## src/rtl/sdram_arb_pkg.sv

```systemverilog
// Shared types for the three-port SDRAM arbiter: FSM states, latched request record
// and the round-robin grant helper.
package sdram_arb_pkg;

    localparam int N_PORTS = 3;
    localparam int AW      = 25;
    localparam int DW      = 16;

    typedef enum logic [2:0] {
        IDLE  = 3'd0,
        ISSUE = 3'd1,
        GUARD = 3'd2,
        WAIT  = 3'd3,
        DONE  = 3'd4
    } arb_state_t;

    // op: 1 = write, 0 = read
    typedef struct packed {
        logic          op;
        logic [AW-1:0] addr;
        logic [DW-1:0] din;
        logic [1:0]    wtbt;
    } arb_req_t;

    // First pending port after 'last'; with prio0 a pending port 0 wins outright
    // and is otherwise skipped by the rotation.
    function automatic logic [1:0] rr_pick(input logic [N_PORTS-1:0] pend,
                                           input logic [1:0]         last,
                                           input logic               prio0);
        logic [1:0] pick;
        logic       found;
        int         cand;
        pick  = last;
        found = 1'b0;
        if (prio0 && pend[0]) begin
            pick  = 2'd0;
            found = 1'b1;
        end
        for (int i = 1; i <= N_PORTS; i++) begin
            cand = (int'(last) + i) % N_PORTS;
            if (!found && pend[cand] && !(prio0 && cand == 0)) begin
                pick  = 2'(cand);
                found = 1'b1;
            end
        end
        return pick;
    endfunction

endpackage

```

## src/rtl/sdram_arb_port.sv

```systemverilog
// One client port: edge-detects rd/we, latches the request and owns ready/dout.
// Capture takes one cycle; edges arriving while busy are dropped, not queued.
module sdram_arb_port
    import sdram_arb_pkg::*;
(
    input  logic          clk,
    input  logic          init,
    input  logic          rd,
    input  logic          we,
    input  logic [AW-1:0] addr,
    input  logic [DW-1:0] din,
    input  logic [1:0]    wtbt,
    input  logic          done,
    input  logic          load,
    input  logic [DW-1:0] rdata,
    output arb_req_t      req,
    output logic          pending,
    output logic          ready,
    output logic [DW-1:0] dout
);

    logic rd_q;
    logic we_q;
    logic busy;
    logic rd_rise;
    logic we_rise;

    assign rd_rise = rd & ~rd_q;
    assign we_rise = we & ~we_q;

    // Edge history tracks the inputs even in init, so a held level is not an edge.
    always_ff @(posedge clk) begin
        rd_q <= rd;
        we_q <= we;
        if (init) begin
            busy <= 1'b0;
            req  <= '0;
            dout <= '0;
        end else begin
            if (!busy && (we_rise || rd_rise)) begin
                busy     <= 1'b1;
                req.op   <= we_rise;
                req.addr <= addr;
                req.din  <= din;
                req.wtbt <= wtbt;
            end else if (done) begin
                busy <= 1'b0;
            end
            if (load) begin
                dout <= rdata;
            end
        end
    end

    assign pending = busy;
    assign ready   = ~busy;

endmodule

```

## src/rtl/sdram_arbiter.sv

```systemverilog
// Three-port arbiter in front of a single-request SDRAM controller; request-to-ready
// is 5 cycles minimum, ports stay not-ready (backpressured) until their access completes.
module sdram_arbiter
    import sdram_arb_pkg::*;
#(
    parameter bit PRIO0 = 1'b1
) (
    input  logic          clk,
    input  logic          init,
    input  logic          p0_rd,
    input  logic          p0_we,
    input  logic [AW-1:0] p0_addr,
    input  logic [DW-1:0] p0_din,
    input  logic [1:0]    p0_wtbt,
    output logic [DW-1:0] p0_dout,
    output logic          p0_ready,
    input  logic          p1_rd,
    input  logic          p1_we,
    input  logic [AW-1:0] p1_addr,
    input  logic [DW-1:0] p1_din,
    input  logic [1:0]    p1_wtbt,
    output logic [DW-1:0] p1_dout,
    output logic          p1_ready,
    input  logic          p2_rd,
    input  logic          p2_we,
    input  logic [AW-1:0] p2_addr,
    input  logic [DW-1:0] p2_din,
    input  logic [1:0]    p2_wtbt,
    output logic [DW-1:0] p2_dout,
    output logic          p2_ready,
    output logic [AW-1:0] sd_addr,
    output logic [DW-1:0] sd_din,
    output logic [1:0]    sd_wtbt,
    output logic          sd_rd,
    output logic          sd_we,
    input  logic [DW-1:0] sd_dout,
    input  logic          sd_ready
);

    logic [N_PORTS-1:0] rd_v;
    logic [N_PORTS-1:0] we_v;
    logic [N_PORTS-1:0] pending;
    logic [N_PORTS-1:0] ready_v;
    logic [N_PORTS-1:0] done_v;
    logic [N_PORTS-1:0] load_v;
    logic [AW-1:0]      addr_v [N_PORTS];
    logic [DW-1:0]      din_v  [N_PORTS];
    logic [DW-1:0]      dout_v [N_PORTS];
    logic [1:0]         wtbt_v [N_PORTS];
    arb_req_t           req_v  [N_PORTS];

    assign rd_v      = {p2_rd, p1_rd, p0_rd};
    assign we_v      = {p2_we, p1_we, p0_we};
    assign addr_v[0] = p0_addr;
    assign addr_v[1] = p1_addr;
    assign addr_v[2] = p2_addr;
    assign din_v[0]  = p0_din;
    assign din_v[1]  = p1_din;
    assign din_v[2]  = p2_din;
    assign wtbt_v[0] = p0_wtbt;
    assign wtbt_v[1] = p1_wtbt;
    assign wtbt_v[2] = p2_wtbt;

    for (genvar i = 0; i < N_PORTS; i++) begin : g_port
        sdram_arb_port u_port (
            .clk     (clk),
            .init    (init),
            .rd      (rd_v[i]),
            .we      (we_v[i]),
            .addr    (addr_v[i]),
            .din     (din_v[i]),
            .wtbt    (wtbt_v[i]),
            .done    (done_v[i]),
            .load    (load_v[i]),
            .rdata   (sd_dout),
            .req     (req_v[i]),
            .pending (pending[i]),
            .ready   (ready_v[i]),
            .dout    (dout_v[i])
        );
    end

    assign p0_dout  = dout_v[0];
    assign p1_dout  = dout_v[1];
    assign p2_dout  = dout_v[2];
    assign p0_ready = ready_v[0];
    assign p1_ready = ready_v[1];
    assign p2_ready = ready_v[2];

    arb_state_t    state;
    arb_state_t    state_nxt;
    logic [1:0]    grant;
    logic [1:0]    grant_nxt;
    logic [1:0]    last;
    logic [1:0]    last_nxt;
    logic [1:0]    pick;
    logic [AW-1:0] addr_nxt;
    logic [DW-1:0] din_nxt;
    logic [1:0]    wtbt_nxt;
    logic          rd_nxt;
    logic          we_nxt;

    assign pick = rr_pick(pending, last, PRIO0);

    always_ff @(posedge clk) begin
        if (init) begin
            state   <= IDLE;
            grant   <= 2'd0;
            last    <= 2'd2;
            sd_addr <= '0;
            sd_din  <= '0;
            sd_wtbt <= '0;
            sd_rd   <= 1'b0;
            sd_we   <= 1'b0;
        end else begin
            state   <= state_nxt;
            grant   <= grant_nxt;
            last    <= last_nxt;
            sd_addr <= addr_nxt;
            sd_din  <= din_nxt;
            sd_wtbt <= wtbt_nxt;
            sd_rd   <= rd_nxt;
            sd_we   <= we_nxt;
        end
    end

    always_comb begin
        state_nxt = state;
        grant_nxt = grant;
        last_nxt  = last;
        addr_nxt  = sd_addr;
        din_nxt   = sd_din;
        wtbt_nxt  = sd_wtbt;
        rd_nxt    = sd_rd;
        we_nxt    = sd_we;
        done_v    = '0;
        load_v    = '0;
        case (state)
            IDLE: begin
                if (sd_ready && (|pending)) begin
                    grant_nxt = pick;
                    // Priority grants to port 0 leave the 1/2 rotation where it was.
                    if (!(PRIO0 && pick == 2'd0)) begin
                        last_nxt = pick;
                    end
                    addr_nxt  = req_v[pick].addr;
                    din_nxt   = req_v[pick].din;
                    wtbt_nxt  = req_v[pick].wtbt;
                    we_nxt    = req_v[pick].op;
                    rd_nxt    = ~req_v[pick].op;
                    state_nxt = ISSUE;
                end
            end
            ISSUE: state_nxt = GUARD;
            GUARD: state_nxt = WAIT;
            WAIT: begin
                if (sd_ready) begin
                    load_v[grant] = ~req_v[grant].op;
                    state_nxt     = DONE;
                end
            end
            DONE: begin
                rd_nxt        = 1'b0;
                we_nxt        = 1'b0;
                done_v[grant] = 1'b1;
                state_nxt     = IDLE;
            end
            default: state_nxt = IDLE;
        endcase
    end

endmodule

```

## config.mk

```make
export PLATFORM = sky130hd
export DESIGN_NAME = sdram_arbiter
export DESIGN_NICKNAME = d
export VERILOG_FILES = /design/src/rtl/sdram_arb_pkg.sv /design/src/rtl/sdram_arb_port.sv /design/src/rtl/sdram_arbiter.sv
export SDC_FILE = /design/constraint.sdc
export NUM_CORES = 1
export LEC_CHECK = 0
export CORE_ASPECT_RATIO = 1.4
export CORE_MARGIN = 2
export CORE_UTILIZATION = 35
export DETAILED_ROUTE_END_ITERATION = 7
export GPL_TIMING_DRIVEN = 0
export SKIP_LAST_GASP = 1
export SLEW_MARGIN = 0
export SYNTH_ARGS = -nofsm -noshare
export SYNTH_HDL_FRONTEND = slang
export SYNTH_SLANG_ARGS = --single-unit
```

## constraint.sdc

```tcl
create_clock -name clk -period 4.6 [get_ports clk]
set_clock_uncertainty 0.1 [all_clocks]
set_input_delay 0.46 -clock clk [delete_from_list [all_inputs] [get_ports clk]]
set_output_delay 0.46 -clock clk [all_outputs]
set_load 0.01 [all_outputs]
```

# ---- Yosys cells after proc, flatten, opt, wreduce, memory -nomap -nowiden
# Index checks and enable logic that the tools add are counted.
dict set report op_classes {
  addsub 3
  multipliers 0
  div_mod_pow 3
  magnitude_cmp 7
  n_eq_ne 6
  n_shift 0
  muxes 40
  bitwise_logic 21
  n_reduce_logical 37
}
# operator n
set ops {}
lappend ops {{44-bit binary-select mux with 2-bit select} 2}
lappend ops {{44-bit two-way mux} 4}
lappend ops {{32-bit zero test} 3}
lappend ops {{32-bit by 4-bit < comparator with 1-bit output (second input constant)} 3}
lappend ops {{32-bit by 3-bit modulo with 32-bit output (second input constant)} 3}
lappend ops {{1-bit two-way mux} 18}
lappend ops {{3-bit two-way mux} 5}
lappend ops {{1-bit NOT} 12}
lappend ops {{3-bit case mux with 4 select lines} 1}
lappend ops {{1-bit logical AND} 11}
lappend ops {{1-bit zero test} 9}
lappend ops {{2-bit two-way mux} 4}
lappend ops {{2-bit nonzero test} 4}
lappend ops {{2-bit by 2-bit adder with 3-bit output (second input constant)} 2}
lappend ops {{1-bit AND} 6}
lappend ops {{1-bit binary-select mux with 2-bit select} 3}
lappend ops {{3-bit by 2-bit equality test with 1-bit output (second input constant)} 2}
lappend ops {{3-bit >= comparator (second input constant)} 2}
lappend ops {{2-bit NOT with 3-bit output} 2}
lappend ops {{2-bit AND reduction} 3}
lappend ops {{2-bit != test (second input constant)} 2}
lappend ops {{1-bit case mux with 2 select lines} 2}
lappend ops {{2-bit by 1-bit adder with 3-bit output (second input constant)} 1}
lappend ops {{3-bit AND} 1}
lappend ops {{other kinds (10)} 12}
dict set report totals {
  reg_bits 241
  latch_bits 0
  ramBits 0
  mem_bits_ro 0
  inputBits 154
  out_inout_bits 96
  elab_cells 149
  n_memories 0
}

# ---- Depth between registers and ports, before layout
# Gate-level depths: netlist of the first run.
dict set report depth {
  word_depth 23
  depth_mapped 11
  mapped_depth_nobuf 8
}

# ---- Modules after synthesis
# Synthesis of the first run repeated with hierarchy kept, for this count alone.
dict set report hier_totals {
  hier_cells 1073
  hier_area_um2 10802.9
}
# mod instances cells_per_inst area_per_inst_um2 seq_area_each_um2
set by_module_without_submodules {}
lappend by_module_without_submodules {sdram_arb_port 3 251 2676.3 1261.2}
lappend by_module_without_submodules {sdram_arbiter 1 320 2773.9 1041.0}

# ---- Worst setup path before layout of the first run
# Ideal clock, no wire load.
dict set report synth_path {
  kind {register -> register}
  start {reg last[0]}
  end {reg sd_addr[0]}
  setup_ns 0.112
  arrival_time_ns 2.362
  required_time_ns 4.388
  slack_ns 2.026
  path_stages_with_launch 11
  n_path_buf 2
  synth_period_minus_slack_ns 2.574
  path_cell_list {dfxtp_1 -> inv_1 -> ha_1 -> buf_2 -> nor4bb_1 -> a311oi_1 -> o211ai_1 -> mux2i_2 -> nor2_1 -> buf_2 -> a2111oi_1}
}
dict set report synth_between {
  elab_chain_len 20
  word_cells_on_any_way 39
  cone_classes {add/sub (3); div (3); mux (18); bitwise (1); reduce/logical (14)}
}
# element line_no
set synth_rtl {}
lappend synth_rtl {{start: declaration} sdram_arbiter.sv:94} ;# logic [1:0] last;
lappend synth_rtl {{start signal: assignment} sdram_arbiter.sv:118} ;# last <= last_nxt;
lappend synth_rtl {{2-bit by 1-bit adder with 3-bit output} sdram_arb_pkg.sv:40} ;# cand = (int'(last) + i) % N_PORTS;
lappend synth_rtl {{32-bit by 3-bit modulo with 32-bit output} sdram_arb_pkg.sv:40}
lappend synth_rtl {{1-bit binary-select mux with 2-bit select} sdram_arb_pkg.sv:41} ;# if (!found && pend[cand] && !(prio0 && cand == 0)) begin
lappend synth_rtl {{1-bit two-way mux (not written as such) (2 in a row)} sdram_arb_pkg.sv:41}
lappend synth_rtl {{1-bit logical AND (2 in a row)} sdram_arb_pkg.sv:41}
lappend synth_rtl {{1-bit two-way mux} sdram_arb_pkg.sv:41}
lappend synth_rtl {{1-bit zero test} sdram_arb_pkg.sv:41}
lappend synth_rtl {{1-bit logical AND (2 in a row)} sdram_arb_pkg.sv:41}
lappend synth_rtl {{1-bit two-way mux} sdram_arb_pkg.sv:41}
lappend synth_rtl {{1-bit zero test} sdram_arb_pkg.sv:41}
lappend synth_rtl {{1-bit logical AND (2 in a row)} sdram_arb_pkg.sv:41}
lappend synth_rtl {{2-bit two-way mux *} sdram_arb_pkg.sv:41}
lappend synth_rtl {{2-bit NOT with 3-bit output (not written as such) *} sdram_arbiter.sv:146} ;# addr_nxt = req_v[pick].addr;
lappend synth_rtl {{44-bit binary-select mux with 2-bit select *} sdram_arbiter.sv:146}
lappend synth_rtl {{44-bit two-way mux * (2 in a row)} -}
lappend synth_rtl {{end signal: assignment} sdram_arbiter.sv:119} ;# sd_addr <= addr_nxt;
lappend synth_rtl {{end: declaration} sdram_arbiter.sv:31} ;# output logic [AW-1:0] sd_addr,
# Mark *: on every way between the ends. The rest lies on a longest branch, timed or not. The select of a mux whose other input is x is not followed.
# A chain may end at the register's enable or synchronous reset.

# ---- Worst setup path in the final report of the first run
dict set report layout_path {
  start {reg last[0]}
  end {reg sd_din[7]}
}
dict set report layout_between {
  elab_chain_len 20
  word_cells_on_any_way 39
  cone_classes {add/sub (3); div (3); mux (18); bitwise (1); reduce/logical (14)}
}
# element line_no
set layout_rtl {}
lappend layout_rtl {{2-bit by 1-bit adder with 3-bit output} sdram_arb_pkg.sv:40}
lappend layout_rtl {{32-bit by 3-bit modulo with 32-bit output} sdram_arb_pkg.sv:40}
lappend layout_rtl {{1-bit binary-select mux with 2-bit select} sdram_arb_pkg.sv:41}
lappend layout_rtl {{1-bit two-way mux (not written as such) (2 in a row)} sdram_arb_pkg.sv:41}
lappend layout_rtl {{1-bit logical AND (2 in a row)} sdram_arb_pkg.sv:41}
lappend layout_rtl {{1-bit two-way mux} sdram_arb_pkg.sv:41}
lappend layout_rtl {{1-bit zero test} sdram_arb_pkg.sv:41}
lappend layout_rtl {{1-bit logical AND (2 in a row)} sdram_arb_pkg.sv:41}
lappend layout_rtl {{1-bit two-way mux} sdram_arb_pkg.sv:41}
lappend layout_rtl {{1-bit zero test} sdram_arb_pkg.sv:41}
lappend layout_rtl {{1-bit logical AND (2 in a row)} sdram_arb_pkg.sv:41}
lappend layout_rtl {{2-bit two-way mux *} sdram_arb_pkg.sv:41}
lappend layout_rtl {{2-bit NOT with 3-bit output (not written as such) *} sdram_arbiter.sv:147} ;# din_nxt = req_v[pick].din;
lappend layout_rtl {{44-bit binary-select mux with 2-bit select *} sdram_arbiter.sv:147}
lappend layout_rtl {{44-bit two-way mux * (2 in a row)} -}
lappend layout_rtl {{end signal: assignment} sdram_arbiter.sv:120} ;# sd_din <= din_nxt;
lappend layout_rtl {{end: declaration} sdram_arbiter.sv:32} ;# output logic [DW-1:0] sd_din,
# Marks and branches as above.

==> results of run 1 <==
## cell families (layout without fill, tap and decap cells)
logic type	Yosys count	in the layout	share of synthesized area [%]
buffers and inverters	92	387	4.64
muxes	81	81	8.30
DFF	241	241	49.1
and+or+nand+nor	422	422	17.2
adders and majority gates	4	4	0.509
AOI/OAI and AO/OA	269	269	20.3
## power groups by stage
stage	clock, mW	combinational (mW)	sequential (mW)
floorplan	0	0.552	2.38
global placement	0	1.03	2.37
detailed placement	0	1.04	2.37
CTS	2.10	1.05	2.33
global route	2.17	1.13	2.34
finish	2.05	1.04	2.33
## metrics by stage
step                      setup WS [ns]  std cells  utilization (%)  power, mW  instance area [um^2]
after global routing               1.07       1774             49.3       5.65                 13600
after detailed placement           1.34       1728             46.2       3.41                 12800
final                              1.24       1774             49.3       5.41                 13600
after CTS                          1.33       1774             49.3       5.47                 13600
after global placement             1.23       1728             46.2       3.40                 12800
after floorplan                    2.03       1109                -       2.93                  9830
## registers in the layout, summed over array words and instances (netlist names)
name                   cells
sd_addr                   25
g_port.u_port.pending      3
g_port.u_port.req        132
sd_rd                      1
sd_we                      1
grant                      2
state                      3
sd_din                    16
g_port.u_port.rd_q         3
last                       2
g_port.u_port.we_q         3
g_port.u_port.dout        48
sd_wtbt                    2
## per-layer routing
metal | wire, um | global-route usage (%) | up-vias
met3 | 2270 | 4.99 | 64
met2 | 16000 | 38.5 | 278
li1 | - | - | 4339
met4 | 1050 | 7.39 | 2
met5 | 11 | 0 | -
met1 | 13000 | 25.2 | 4067
## critical path, cell delays in order (launching register included)
cell       delay (ns)
dfxtp_1          0.40
inv_1            0.08
ha_1             0.27
buf_2            0.20
nor4bb_1         0.35
a311oi_1         0.11
o211ai_1         0.20
mux2i_2          0.20
nor2_1           0.53
clkbuf_1         0.54
a2111oi_1        0.18
## cells in the mapped netlist (2+ instances only)
cell type / instances / area, um^2
buf_1: 8 / 30.0
o311ai_0: 2 / 17.5
buf_4: 7 / 52.6
nor4_1: 2 / 12.5
nor2_1: 86 / 323
a2111oi_1: 20 / 200
a21oi_1: 160 / 801
a21boi_2: 37 / 417
nor3_1: 5 / 25.0
buf_2: 7 / 35.0
nand2b_1: 14 / 87.6
mux2i_1: 79 / 791
dfxtp_1: 241 / 4820
a41o_1: 2 / 20.0
nand2_1: 302 / 1130
buf_6: 10 / 113
ha_1: 4 / 50.1
o211ai_1: 2 / 15.0
clkbuf_1: 52 / 195
inv_1: 8 / 30.0
a21boi_0: 6 / 45.0
o22ai_1: 2 / 12.5
a2111oi_2: 23 / 345
nor2b_1: 3 / 18.8
o21ai_0: 6 / 30.0
## cells in the final DEF, fill, tap and decap left out, types with 3 or more instances in the layout
cell type,n
clkdlybuf4s50_1,249
clkinv_2,3
nor2_1,86
mux2i_1,79
buf_1,8
buf_4,7
a2111oi_2,23
nand2_1,302
nand2b_1,14
clkbuf_1,58
dfxtp_1,241
nor3_1,5
a2111oi_1,20
buf_2,7
nor2b_1,3
buf_6,10
o21ai_0,6
ha_1,4
a21boi_0,6
a21oi_1,160
inv_1,8
clkbuf_8,8
clkbuf_16,27
a21boi_2,37
## final timing paths
check                                                  to  cells after the start
worst max register to register                  sd_din[7]                     10
worst min-delay path                g_port[2].u_port.rd_q                      1
worst min register to register  g_port[0].u_port.dout[12]                      2
worst max-delay path                            sd_din[7]                     10
## final cells by class
type	count	area [um^2]
tap	370	463
sequential	241	4820
fill	2708	14000
timing repair buffer	249	2490
inverter	8	30.0
clock buffer	41	808
buffer	84	425
clock inverter	5	33.8
multi-input combinational	776	4550
==> flow_summary.rst, run 1 <==
.. list-table::
   :header-rows: 1

   * - Metric
     - Value
   * - Run status
     - complete, no violations
   * - IO Port Bufs
     - about 250
   * - Reg-to-Reg Start
     - last[0]
   * - DIE AREA
     - between 0.02 and 0.03 mm^2
   * - First-pass iteration count of the detailed router
     - 5
   * - Count of warnings emitted by yosys
     - 0
   * - Ys flop type
     - dfxtp_1
   * - Number of enable flip-flop cells after synthesis
     - 0
   * - Clock tree from TritonCTS
     - yes
   * - Placeable core region
     - 0.0277 mm^2
   * - Clock root buffer
     - clkbuf_16
   * - Area delta synth->final
     - 38.7%
   * - RSZ-0062 raised after global routing
     - no
   * - Number of post-CTS setup repair buffers
     - 0
   * - Clk Latency, worst-skew pair
     - ~0.53 ns
   * - Min-delay src
     - p2_rd
   * - First DRT Iteration DRCs
     - between 300 and 400
   * - Fraction of power consumed by sequential logic
     - 43.0%
   * - Die H
     - around 200 um
   * - Initial core utilization
     - 35.5%
   * - Diode count
     - 0
   * - DRC violations left
     - 0
   * - Final setup TNS
     - 0 ns
   * - Final-report setup violation count
     - 0
   * - Clock share of power
     - 37.9%
   * - Final number of hold-violating endpoints
     - 0
   * - Maximum resistive drop on vdd
     - 0.266 mV
   * - Internal power component
     - 3.92 mW
   * - Share of flip-flops with an asynchronous set or reset
     - 0%
   * - Clock slew at the register clock pins of the worst setup and hold paths
     - 0.06 ns
   * - Number of instances in the synthesized netlist
     - 1109
   * - Cell area after technology mapping
     - 0.00983 mm^2
   * - Endpoint type of the worst setup path
     - register
   * - Number of buffers on the longest clock path
     - 3
   * - Number of clock buffers inserted by TritonCTS
     - 26
   * - Critical Setup Path Class
     - register to register
   * - Worst-Margin Slew
     - approximately 1.1 ns
   * - Horizontal extent of the die
     - 146 um
   * - Nets
     - between 1500 and 2000
   * - Number of antenna violations at the first check in global routing
     - 1
   * - Total number of H-tree levels
     - 1
   * - Syn Nets
     - 1267
   * - Total power density per cell area
     - between 300 and 400 mW/mm^2
   * - Largest fanout on the critical path
     - 10
   * - Share of layout cells above drive strength 1
     - 9.26%
   * - Top-level I/O count
     - 250
   * - Register area share after synthesis
     - 49.1%
   * - All-layer global routing usage
     - approximately 22%
   * - Portion of the clock cycle consumed by the worst path in the final layout
     - 72.9%
   * - Crit path from
     - last[0]
   * - Average instance area after synthesis
     - 8.86 um^2
   * - Overflow after GRT
     - 0
   * - Core Rows
     - 72
   * - Post-DRT Antenna Nets
     - 0
   * - Largest net degree at the start of global routing
     - 14
   * - Detailed-route via count
     - 8750
   * - Net switching component of the power
     - 1.49 mW
   * - Clk sink count
     - 241
   * - Data required, critical path
     - 4.86 ns
   * - Leakage power of the design
     - 5.30 nW
   * - Arrival @ worst endpoint
     - roughly 3.6 ns
   * - Hold_buf cts
     - 0
   * - Worst-case hold slack
     - about 0.30 ns
   * - Drt wl/cell
     - 18.2 um
   * - Worst relative slew slack
     - 25.2%
   * - Global-route wire length before repair
     - 50.0 mm
   * - Number of max-cap violations
     - 0
   * - Maximum clock frequency
     - just under 300 MHz
   * - Flops & latches, synth
     - about 240
   * - Aggregate routed wire length
     - 32.3 mm
   * - Setup crit start kind
     - register
   * - Number of vias per cell
     - about 5
   * - Vias in the first global route
     - about 8900
   * - Worst R2R Setup Slack
     - 1.24 ns
   * - Quantity of gates resized following cts
     - 0
   * - Unique cell type count in the Yosys netlist
     - 46
   * - Combinational share of power
     - about a fifth
   * - Placer Congestion
     - 0.810
   * - Time the worst path needs with I/O delays and setup
     - 3.36 ns
   * - Post-detailed-placement half-perimeter wirelength
     - 24.0 mm
   * - Number of max-slew violations in the final report
     - 0
   * - Hold crit path type
     - input pin to register
   * - Switching share of power
     - 27.5%
Power figures use the tool's default switching activity.
==> run 2: changes to the inputs <==
==> constraint.sdc (replaced) <==
create_clock -name clk -period 3.2 [get_ports clk]
set_clock_uncertainty 0.1 [all_clocks]
set_input_delay 0.32 -clock clk [delete_from_list [all_inputs] [get_ports clk]]
set_output_delay 0.32 -clock clk [all_outputs]
set_load 0.01 [all_outputs]
==> flow_summary.rst, run 2 (synthesis results as in run 1) <==
.. list-table::
   :header-rows: 1

   * - Metric
     - Value
   * - Most flops, register
     - g_port.u_port.req
   * - Hold_buf cts
     - 0
   * - Final critical-path setup slack
     - 0.195 ns
   * - Total power density per cell area
     - 571 mW/mm^2
   * - Time the worst path needs with I/O delays and setup
     - 3.01 ns
   * - Aggregate routed wire length
     - ~32 mm
   * - First DRT Iteration DRCs
     - 377
   * - Clock slew at the register clock pins of the worst setup and hold paths
     - approximately 0.060 ns
   * - Maximum resistive drop on vdd
     - ~0.38 mV
   * - First-pass iteration count of the detailed router
     - 4
   * - Maximum clock frequency
     - 333 MHz
   * - Worst slack, placed
     - -0.0612 ns
   * - Detailed-route via count
     - approximately 9000
   * - Total number of H-tree levels
     - 1
   * - Vias in the first global route
     - 8933
   * - DIE AREA
     - 0.0294 mm^2
   * - Post-detailed-placement half-perimeter wirelength
     - 24.0 mm
   * - Flip-flop and latch area
     - a little under 0.005 mm^2
   * - Worst R2R Setup Slack
     - roughly 0.2 ns
   * - Final number of hold-violating endpoints
     - 0
   * - Placer Congestion
     - 0.810
   * - Min-delay src
     - p2_rd
   * - Hold crit path type
     - input pin to register
   * - Worst-case hold slack
     - between 0.15 and 0.2 ns
   * - DRC violations left
     - 0
   * - Clock tree from TritonCTS
     - yes
   * - Worst-Margin Slew
     - between 1 and 1.5 ns
   * - Overflow after GRT
     - 0
   * - Clk Latency, worst-skew pair
     - 0.53 ns
   * - Worst relative slew slack
     - around a quarter
   * - Number of max-slew violations in the final report
     - 0
   * - Setup crit start kind
     - register
   * - Final-report setup violation count
     - 0
   * - Area of placed instances
     - 0.0128 mm^2
   * - Number of clock buffers inserted by TritonCTS
     - 26
   * - Total power consumption of the routed design
     - 7.79 mW
   * - Area delta synth->final
     - 38.9%
   * - Leakage power of the design
     - 5.31 nW
   * - Top-level I/O count
     - between 200 and 300
   * - All-layer global routing usage
     - 21.5%
   * - IO Port Bufs
     - 249
   * - Number of antenna violations at the first check in global routing
     - 1
   * - Path depth of the worst reg2reg path
     - 10
   * - RSZ-0062 raised after global routing
     - yes
   * - Number of max-cap violations
     - 0
   * - Largest registers
     - g_port.u_port.req x132, g_port.u_port.dout x48, sd_addr x25
   * - Reg-to-Reg Start
     - last[0]
   * - Horizontal extent of the die
     - 146 um
   * - Global-route wire length before repair
     - 50.0 mm
   * - Largest net degree at the start of global routing
     - 14
   * - Die H
     - 202 um
   * - Clk sink count
     - roughly 240
   * - Clock root buffer
     - clkbuf_16
   * - Largest register FFs
     - 132
   * - Most common library cell in the layout ignoring fill and taps
     - nand2_1
   * - Endpoint type of the worst setup path
     - register
   * - Drt wl/cell
     - 18.2 um
   * - Core Rows
     - between 70 and 80
   * - Finished Cell Area
     - 0.0136 mm^2
   * - Largest fanout on the critical path
     - 10
   * - # fillers
     - around 2700
   * - Critical Setup Path Class
     - register to register
   * - Combined area of the multi-input logic cells
     - 0.00455 mm^2
   * - Placeable core region
     - 0.0277 mm^2
   * - Utilization after layout
     - 49.3%
   * - Leading cell types in the layout, fill and taps excluded
     - nand2_1 (302), clkdlybuf4s50_1 (249), dfxtp_1 (241), a21oi_1 (160), nor2_1 (85)
   * - Data required, critical path
     - 3.46 ns
   * - Share of layout cells above drive strength 1
     - 9.47%
   * - Post-DRT Antenna Nets
     - 0
   * - Portion of the clock cycle consumed by the worst path in the final layout
     - 93.9%
   * - Number of vias per cell
     - 4.93
   * - Nets
     - 1545
   * - Capturing point of the worst reg2reg path
     - sd_addr[7]
   * - Depth of the worst hold-timing path
     - 1
   * - Initial core utilization
     - 35.5%
   * - Endpoint, Worst Hold
     - g_port[2].u_port.rd_q
   * - Diode count
     - 0
   * - Number of buffers on the longest clock path
     - 3
   * - Arrival @ worst endpoint
     - 3.27 ns
   * - Run status
     - complete, no violations
run 2: changes by cell type in the layout (fill, tap and decap cells not counted), sizes merged:
cell    change
clkbuf      +1
run 2: through the flow:
stage          cells  setup TNS (ns)
2_1_floorplan   1109               0
3_3_place_gp    1728          -0.350
3_5_place_dp    1728          -0.500
4_1_cts         1774               0
5_1_grt         1775         -0.0648
6_report        1775               0
run 2: how the worst max path moves through the flow:
| stage | start | depth (start not counted) | slack, ns | end |
|---|---|---|---|---|
| after floorplan | last[0] | 10 | 0.63 | sd_addr[0] |
| after detailed placement | last[0] | 10 | -0.06 | sd_din[9] |
| after global placement | sd_ready | 6 | -0.03 | sd_addr[21] |
| final | last[0] | 10 | 0.19 | sd_addr[7] |
| after global routing | last[0] | 11 | -0.04 | sd_din[7] |
| after CTS | last[0] | 10 | 0.06 | sd_addr[12] |
run 2: per-layer routing:
metal,track usage [%],share of wire [%]
met1,25.2,41
met2,38.5,49
met3,4.99,6.5
met4,7.39,3.2
met5,0,0.034
run 2: report_power, final:
group	internal (mW)	total [mW]	switching [mW]	leakage, nW
Combinational	0.700	1.50	0.796	2.93
Sequential	3.22	3.35	0.128	1.97
Clock	1.73	2.95	1.22	0.415
Total	5.64	7.79	2.14	5.31
run 2: layout make-up:
| type | instances | share of cell area (%) |
|---|---|---|
| sequential | 241 | 35.4 |
| clock buffer | 41 | 5.92 |
| multi-input combinational | 776 | 33.4 |
| timing repair buffer | 250 | 18.3 |
| clock inverter | 5 | 0.248 |
| buffer | 84 | 3.15 |
| inverter | 8 | 0.220 |
| tap | 370 | 3.39 |
run 2: repair_timing:
item                       4_1_cts  5_1_grt
gates resized for setup          1        2
pin swaps                        0        0
setup buffers                    0        1
setup endpoints to repair       10       40
run 2: critical path, stage by stage (launching register included):
cell	delay (ns)
dfxtp_1	0.40
inv_1	0.08
ha_1	0.29
buf_2	0.18
nor4bb_1	0.16
a311oi_1	0.30
o211ai_1	0.22
o31ai_4	0.61
buf_6	0.23
a21boi_2	0.19
a2111oi_2	0.07
==> run 3: changes to the inputs <==
--- a/config.mk
+++ b/config.mk
@@ -10,7 +10,7 @@
 export CORE_UTILIZATION = 35
 export DETAILED_ROUTE_END_ITERATION = 7
 export GPL_TIMING_DRIVEN = 0
-export SKIP_LAST_GASP = 1
+export PLACE_DENSITY = 0.68
 export SLEW_MARGIN = 0
 export SYNTH_ARGS = -nofsm -noshare
 export SYNTH_HDL_FRONTEND = slang
==> flow_summary.rst, run 3 (synthesis results as in run 1) <==
.. list-table::
   :header-rows: 1

   * - Metric
     - Value
   * - Run status
     - complete, no violations
   * - Clk sink count
     - roughly 240
   * - Final setup TNS
     - 0 ns
   * - Placer Congestion
     - 0.809
   * - Critical Setup Path Class
     - register to register
   * - Drt wl/cell
     - 18.0 um
   * - Final number of hold-violating endpoints
     - 0
   * - Share of layout cells above drive strength 1
     - 9.55%
   * - Most flops, register
     - g_port.u_port.req
   * - Clock tree from TritonCTS
     - yes
   * - Core Rows
     - between 70 and 80
   * - Portion of the clock cycle consumed by the worst path in the final layout
     - 92.0%
   * - Nets
     - 1544
   * - Data required, critical path
     - around 3.5 ns
   * - Worst relative slew slack
     - 25.6%
   * - Setup crit start kind
     - register
   * - Hold_buf cts
     - 0
   * - Leakage power of the design
     - 5.30 nW
   * - Leading cell types in the layout, fill and taps excluded
     - nand2_1 (302), clkdlybuf4s50_1 (249), dfxtp_1 (240), a21oi_1 (160), nor2_1 (85)
   * - Placeable core region
     - 0.0277 mm^2
   * - Initial core utilization
     - about 36%
   * - Path depth of the worst reg2reg path
     - 10
   * - Number of max-cap violations
     - 0
   * - Hold crit path type
     - input pin to register
   * - Vias in the first global route
     - 8850
   * - DIE AREA
     - 0.0294 mm^2
   * - Most common library cell in the layout ignoring fill and taps
     - nand2_1
   * - Total power consumption of the routed design
     - 7.76 mW
   * - Clock root buffer
     - clkbuf_16
   * - Number of antenna violations at the first check in global routing
     - 3
   * - Utilization after layout
     - 49.3%
   * - Endpoint type of the worst setup path
     - register
   * - Clk Latency, worst-skew pair
     - approximately 0.52 ns
   * - Top-level I/O count
     - 250
   * - IO Port Bufs
     - 249
   * - Post-detailed-placement half-perimeter wirelength
     - 23.9 mm
   * - First DRT Iteration DRCs
     - roughly 370
   * - All-layer global routing usage
     - a little over a fifth
   * - Number of clock buffers inserted by TritonCTS
     - 25
   * - RSZ-0062 raised after global routing
     - no
   * - Global-route wire length before repair
     - 48.7 mm
   * - Overflow after GRT
     - 0
   * - DRC violations left
     - 0
   * - Largest registers
     - g_port.u_port.req x132, g_port.u_port.dout x48, sd_addr x25
   * - Depth of the worst hold-timing path
     - 1
   * - Time the worst path needs with I/O delays and setup
     - roughly 2.9 ns
   * - Clock slew at the register clock pins of the worst setup and hold paths
     - 0.06 ns
   * - Area delta synth->final
     - 38.8%
   * - Maximum clock frequency
     - 340 MHz
   * - Largest register FFs
     - ~130
   * - Number of buffers on the longest clock path
     - 3
   * - Largest net degree at the start of global routing
     - 14
   * - Post-DRT Antenna Nets
     - 0
   * - Arrival @ worst endpoint
     - 3.21 ns
   * - Horizontal extent of the die
     - 146 um
   * - Number of max-slew violations in the final report
     - 0
   * - Number of vias per cell
     - ~4.9
   * - Aggregate routed wire length
     - between 30 and 40 mm
   * - Largest fanout on the critical path
     - 10
   * - Die H
     - 202 um
   * - Final-report setup violation count
     - 0
   * - First-pass iteration count of the detailed router
     - 5
   * - Worst-Margin Slew
     - 1.12 ns
   * - Total power density per cell area
     - 569 mW/mm^2
   * - Total number of H-tree levels
     - 1
   * - Detailed-route via count
     - 8765
   * - # fillers
     - 2642
   * - Maximum resistive drop on vdd
     - 0.488 mV
run 3: cell types whose count changed in the layout (fill, tap and decap cells not counted), sizes merged:
cell,before,now
diode,0,2
clkbuf,94,92
clkinv,3,2
bufinv,0,1
run 3: power by group:
part / switching, mW / total [mW] / internal, mW
registers: 0.126 / 3.34 / 3.22
clock network: 1.19 / 2.91 / 1.72
logic: 0.804 / 1.50 / 0.701
run 3: cell type report:
| type | count | area [um^2] | share of cell area [%] |
|---|---|---|---|
| Multi-Input combinational cell | 776 | 4560 | 33.4 |
| Tap cell | 370 | 463 | 3.39 |
| Sequential cell | 241 | 4830 | 35.4 |
| Timing Repair Buffer | 250 | 2500 | 18.3 |
| Antenna cell | 2 | 5.00 | 0.0367 |
| Buffer | 84 | 429 | 3.15 |
| Clock buffer | 39 | 768 | 5.63 |
| Clock inverter | 5 | 56.3 | 0.413 |
| Inverter | 8 | 30.0 | 0.220 |
run 3: worst max-delay path: stages, from the launching register on:
cell and delay (ns):
dfxtp_2 0.38, inv_1 0.07, ha_1 0.28, buf_2 0.18, nor4bb_1 0.16, a311oi_1 0.29, o211ai_1 0.23, o31ai_4 0.61
buf_6 0.23, a21boi_2 0.20, a2111oi_2 0.07
run 3: through the flow:
step                cells  hold WS, ns  setup WS (ns)  cell area (um^2)
detailed placement   1728        0.344        -0.0757             12800
global placement     1728        0.341         0.0624             12800
finish               1775        0.187          0.257             13600
floorplan            1109        0.248          0.626              9830
global route         1775        0.166         0.0616             13600
CTS                  1773        0.170          0.129             13600
run 3: timing repair:
item / in CTS / in global routing
buffers inserted: 1 / 0
setup endpoints to repair: 10 / 36
pin swaps: 0 / 1
resized for setup: 1 / 6
run 3: worst paths after layout:
kind | startpoint | endpoint | slack (ns)
setup reg to reg | last[0] | sd_addr[7] | 0.26
hold / removal | p2_rd | g_port[2].u_port.rd_q | 0.19
setup / recovery | last[0] | sd_addr[7] | 0.26
hold reg to reg | g_port[2].u_port.req[42] | g_port[2].u_port.req[42] | 0.35
run 3: layer usage:
metal	global-route usage [%]	routed length, um
met5	0	13
met3	4.47	2010
met1	24.1	12900
met2	37.5	15900
met4	8.51	1100
